`src/rtl/dmem_arbiter.sv`:
```
// rtl/dmem_arbiter.sv - two-requester data-memory arbiter, round-robin with optional grant locking
// Locking (LOCK0/LOCK1 ownership, MAX_LOCK cap) is compiled in only when DMEM_ARB_LOCK_EN is defined.
module dmem_arbiter #(
    parameter int MAX_LOCK = 4
) (
    input  logic        clk_i,
    input  logic        rst_i,
    input  logic        m0_req_i,
    input  logic        m0_we_i,
    input  logic [31:0] m0_addr_i,
    input  logic [31:0] m0_wdata_i,
    input  logic [3:0]  m0_wmask_i,
    input  logic        m0_lock_i,
    output logic        m0_gnt_o,
    output logic        m0_rvalid_o,
    output logic [31:0] m0_rdata_o,
    input  logic        m1_req_i,
    input  logic        m1_we_i,
    input  logic [31:0] m1_addr_i,
    input  logic [31:0] m1_wdata_i,
    input  logic [3:0]  m1_wmask_i,
    input  logic        m1_lock_i,
    output logic        m1_gnt_o,
    output logic        m1_rvalid_o,
    output logic [31:0] m1_rdata_o,
    output logic [31:0] dmem_A_o,
    output logic [31:0] dmem_WD_o,
    output logic        dmem_WE_o,
    output logic [3:0]  dmem_WMASK_o,
    input  logic [31:0] dmem_RD_i
);

    typedef enum logic [1:0] {
        ARB   = 2'd0,
        LOCK0 = 2'd1,
        LOCK1 = 2'd2
    } state_t;

`ifdef DMEM_ARB_LOCK_EN
    localparam bit LOCK_EN = 1'b1;
`else
    localparam bit LOCK_EN = 1'b0;
`endif

    localparam logic [3:0] MAX_CNT = 4'(MAX_LOCK);

    state_t      state_q, state_d;
    logic        ptr_q, ptr_d;
    logic [3:0]  cnt_q, cnt_d;
    logic        rvalid0_q, rvalid0_d;
    logic        rvalid1_q, rvalid1_d;
    logic [31:0] rdata0_q, rdata0_d;
    logic [31:0] rdata1_q, rdata1_d;

    logic gnt0, gnt1;
    logic owner_active;
    logic lock_g;

    // ptr_q = 0 favours m0, 1 favours m1 when both request
    always_comb begin
        gnt0 = 1'b0;
        gnt1 = 1'b0;
        owner_active = (state_q == LOCK0 && m0_req_i) || (state_q == LOCK1 && m1_req_i);
        if (!rst_i) begin
            if (state_q == LOCK0 && m0_req_i) begin
                gnt0 = 1'b1;
            end else if (state_q == LOCK1 && m1_req_i) begin
                gnt1 = 1'b1;
            end else if (m0_req_i && m1_req_i) begin
                gnt0 = ~ptr_q;
                gnt1 = ptr_q;
            end else begin
                gnt0 = m0_req_i;
                gnt1 = m1_req_i;
            end
        end
    end

    always_comb begin
        state_d = state_q;
        ptr_d   = ptr_q;
        cnt_d   = cnt_q;
        lock_g  = gnt0 ? m0_lock_i : m1_lock_i;

        if (gnt0) begin
            ptr_d = 1'b1;
        end else if (gnt1) begin
            ptr_d = 1'b0;
        end

        // An absent owner releases the lock and falls through to normal arbitration
        if (owner_active) begin
            cnt_d = cnt_q + 4'd1;
            if (!lock_g || cnt_d == MAX_CNT) begin
                state_d = ARB;
                cnt_d   = 4'd0;
            end
        end else if (LOCK_EN && (gnt0 || gnt1) && lock_g) begin
            state_d = gnt0 ? LOCK0 : LOCK1;
            cnt_d   = 4'd1;
        end else begin
            state_d = ARB;
            cnt_d   = 4'd0;
        end

        rvalid0_d = gnt0 && !m0_we_i;
        rvalid1_d = gnt1 && !m1_we_i;
        rdata0_d  = rvalid0_d ? dmem_RD_i : rdata0_q;
        rdata1_d  = rvalid1_d ? dmem_RD_i : rdata1_q;
    end

    always_comb begin
        dmem_A_o     = 32'd0;
        dmem_WD_o    = 32'd0;
        dmem_WE_o    = 1'b0;
        dmem_WMASK_o = 4'd0;
        if (gnt0) begin
            dmem_A_o     = m0_addr_i;
            dmem_WD_o    = m0_wdata_i;
            dmem_WE_o    = m0_we_i;
            dmem_WMASK_o = m0_wmask_i;
        end else if (gnt1) begin
            dmem_A_o     = m1_addr_i;
            dmem_WD_o    = m1_wdata_i;
            dmem_WE_o    = m1_we_i;
            dmem_WMASK_o = m1_wmask_i;
        end
    end

    always_ff @(posedge clk_i) begin
        if (rst_i) begin
            state_q   <= ARB;
            ptr_q     <= 1'b0;
            cnt_q     <= 4'd0;
            rvalid0_q <= 1'b0;
            rvalid1_q <= 1'b0;
            rdata0_q  <= 32'd0;
            rdata1_q  <= 32'd0;
        end else begin
            state_q   <= state_d;
            ptr_q     <= ptr_d;
            cnt_q     <= cnt_d;
            rvalid0_q <= rvalid0_d;
            rvalid1_q <= rvalid1_d;
            rdata0_q  <= rdata0_d;
            rdata1_q  <= rdata1_d;
        end
    end

    assign m0_gnt_o    = gnt0;
    assign m1_gnt_o    = gnt1;
    assign m0_rvalid_o = rvalid0_q;
    assign m1_rvalid_o = rvalid1_q;
    assign m0_rdata_o  = rdata0_q;
    assign m1_rdata_o  = rdata1_q;

endmodule

```
`config.mk`:
```
export PLATFORM = sky130hd
export DESIGN_NAME = dmem_arbiter
export DESIGN_NICKNAME = d
export VERILOG_FILES = /design/src/rtl/dmem_arbiter.sv
export SDC_FILE = /design/constraint.sdc
export NUM_CORES = 1
export LEC_CHECK = 0
export CAP_MARGIN = 20
export CORE_AREA = 2 2 120 122
export CTS_CLUSTER_SIZE = 30
export DETAILED_ROUTE_END_ITERATION = 7
export DIE_AREA = 0 0 122 124
export PLACE_DENSITY = 0.69
export RECOVER_POWER = 100
export SETUP_SLACK_MARGIN = 0.15
export SLEW_MARGIN = 15
export SYNTH_ARGS = -nofsm -noshare
export SYNTH_HDL_FRONTEND = slang
export SYNTH_SLANG_ARGS = --single-unit
```
`constraint.sdc`:
```
create_clock -name clk_i -period 2 [get_ports clk_i]
set_input_delay 0.4 -clock clk_i [delete_from_list [all_inputs] [get_ports clk_i]]
set_output_delay 0.4 -clock clk_i [all_outputs]
set_load 0.02 [all_outputs]
```
==> results.md <==
- Outcome: complete, but fails checks
- Violated checks: negative setup slack
- Final setup violation count: between 70 and 80
- Design area: 0.00742 mm²
- Portion of the post-synthesis area used by sequential elements: between 40% and 50%
- Internal: about 3.2 mW
- Total routing resource utilization after global routing: a little under a quarter
- DP Wirelength: about 14 mm
- Arrival @ worst endpoint: 1.74 ns
- Post-Syn Instances: approximately 360
- Buffers added on ports: between 300 and 400
- Gate power share: a little under a third
- Actual slew at the worst max-slew pin: just under 0.7 ns
- Clock buffers created by TritonCTS: 9
- Required time of the worst setup path: 1.60 ns
- Met3 demand-to-capacity share in global routing: about 6.3%
- Max-cap violations: 0
- Library cell used as clock root buffer: sky130_fd_sc_hd__clkbuf_16
- Fin cells: around 860
- Power per cell area: just under 600 mW/mm²
- Fin. max-slew vios: 0
- Period utilisation layout: 107%
- Gr busiest metal: met2
- Share of final-layout standard cells stronger than drive strength 1: between 20 and 25%
- DRC violations left: 0
- Setup WS post-layout: -0.142 ns
- Critical Path Sink Type: output port
- Netlist Area Pre-Place: about 0.0033 mm²
- Chip height: ~120 µm
- Average cell area after synthesis: about 9.4 µm²
- Post-DP Area: roughly 0.0066 mm²
- Number of antenna violations at the first check in global routing: 2
- Max Clock Skew: between 0.005 and 0.006 ns
- Antenna violation net count after detailed routing: 0
- Dominant delay contributor by cell family on the critical path: buffers and inverters
- CTS tree: yes
- Buffering stage count on the worst path with inverters included: 4
- Routability Congestion: ~0.8
- Io pins: approximately 310
- Filler cell count in the final layout: around 1200
- Share of flip-flops with an asynchronous set or reset after synthesis: 0%
- Most prevalent standard cell on the critical path: sky130_fd_sc_hd__buf_6
- Rel. slew slack: 54.0%
- Hold violation total from the final report: 0
- Pin count of the biggest net entering global routing: 65
- Switching share of total power: between 20% and 30%
- Per-cell routed wire length: 23.1 µm
- CP max stage cell: sky130_fd_sc_hd__dfxtp_2
- Horizontal die dimension: roughly 120 µm
- Area enclosed by the die boundary: about 0.015 mm²
- Setup total negative slack: -4.44 ns
- Net Switching: roughly 1.2 mW
- EDFF count, synth: 0
- Maximum frequency from static timing analysis: 467 MHz
- Synthesis-stage register bit count: 67
- Relative contribution of sequential cells to total power: between 30% and 40%
- Count of TritonRoute iterations in the first routing pass: 5
- Most common cell after layout, fill and taps aside: sky130_fd_sc_hd__clkdlybuf4s50_1
- Final routed wirelength across all metal layers: between 15 and 20 mm
- Hold/Removal Path Class: in2reg
- Stage delay of the slowest cell on the critical path: around 0.33 ns
- Peak supply drop: just under 0.0004 V
- Overall via count from detail_route: approximately 4600
- Leak Pwr: between 3 and 4 nW
- Worst setup path category: reg2out
- Final-stage net count: roughly 850
- Count of distinct cell types in the synthesized netlist: 21
- M2 GR Usage: ~45%
- Most used cells in the layout excluding fill and tap cells: sky130_fd_sc_hd__clkdlybuf4s50_1, sky130_fd_sc_hd__dfxtp_1, sky130_fd_sc_hd__dlygate4sd3_1, sky130_fd_sc_hd__o311ai_0, sky130_fd_sc_hd__buf_6
- Number of rows created at floorplan: 43
- Clock tree sinks: 67
- Clock transition at path regs: around 0.050 ns
- Number of levels in the clock H-tree: 3
- Initial standard-cell utilization of the core: roughly a quarter
- Worst hold slack: ~0.35 ns
- Met1 Usage GRT: about 27%
- Yosys warning total: 0
- Part of the total power dissipated in the clock network: 35.8%
- CP Max Fanout: 7
- Shortest clock period the worst path allows after layout: around 2.1 ns
- Core area: roughly 0.014 mm²
- Wire length of the first global-routing pass: between 20 and 30 mm
- Clk Latency, worst-skew pair: about 0.32 ns
- Number of cells after detailed placement: a little over 800
- Vias in the first global route: between 4000 and 5000
- Most used flip-flop cell after synthesis: sky130_fd_sc_hd__dfxtp_1
- Startpoint type of the worst setup path: flip-flop
- Utilization after layout: roughly 54%
- Number of hold buffers added after cts: 0
- Deepest clock path buffer count: 2
- Number of nets in the synthesized netlist: between 500 and 600
- Area added between synthesis and finish: 122%
- Setup repair after global routing missed its margin: true
- Detailed router's first-iteration violation count: ~300
- Worst-path cell chain: and2b_4 > nor3_4 > buf_6 > buf_16 > buf_8 > a22o_1 > buf_6
- Aggregate global routing overflow: 0
- Vias per Instance: 5.28
==> power by group through the flow <==
stage               logic [mW]  clock network, mW  registers (mW)
global placement          1.25                  0            1.46
CTS                       1.40               1.61            1.43
global route              1.48               1.67            1.44
detailed placement        1.26                  0            1.46
floorplan                0.420                  0            1.53
finish                    1.41               1.59            1.43
==> what timing repair did <==
action	4_1_cts	5_1_grt
setup buffers	14	2
setup endpoints to repair	94	94
pin swaps	14	22
cloned	7	4
resized for setup	401	8
==> cells by family (layout without fill, tap and decap cells) <==
family,Yosys count,after routing,synth area share [%]
other,0,2,0
and+or+nand+nor,8,8,2.32
AOI/OAI and AO/OA,199,199,44.8
buffers and inverters,83,407,12.8
DFF,67,67,40.1
==> final timing paths <==
check | to | from | cells after the start | slack (ns)
min reg2reg | m1_rdata_o[8] | m1_rdata_o[8] | 2 | 0.48
max | dmem_WMASK_o[1] | ptr_q | 7 | -0.14
max reg2reg | m1_rdata_o[16] | ptr_q | 4 | 0.59
min | ptr_q | m0_req_i | 2 | 0.35
==> flip-flops by register name (all words and copies together) (netlist names) <==
signal,cells
m1_rvalid_o,1
m1_rdata_o,32
ptr_q,1
m0_rdata_o,32
m0_rvalid_o,1
==> metal layers <==
layer,wire length [µm],part of all wire (%)
met1,7140,36
met2,10700,54
met3,1640,8.2
met4,395,2.0
met5,0,0
==> cell type report <==
type,count,area [µm²],area share (%)
timing repair buffer,354,3740,50.4
multi-input combinational,207,1660,22.4
sequential,67,1340,18.1
clock buffer,11,253,3.40
tap,180,225,3.03
inverter,38,143,1.92
clock inverter,4,50.0,0.674
antenna,2,5.00,0.0674
==> cell usage after synthesis, drive strengths merged (2+ instances only) <==
master | instances | area (µm²)
a22o | 69 | 604
buf | 16 | 174
clkbuf | 29 | 110
dfxtp | 67 | 1340
inv | 38 | 143
nor3 | 2 | 32.5
o21ai | 64 | 320
o311ai | 64 | 561
==> through the flow <==
step	setup WS [ns]	power (mW)
2_1_floorplan	0.181	1.95
3_3_place_gp	-0.854	2.71
3_5_place_dp	-0.893	2.72
4_1_cts	-0.196	4.44
5_1_grt	-0.197	4.58
6_report	-0.142	4.43
Power figures use the tool's default switching activity.
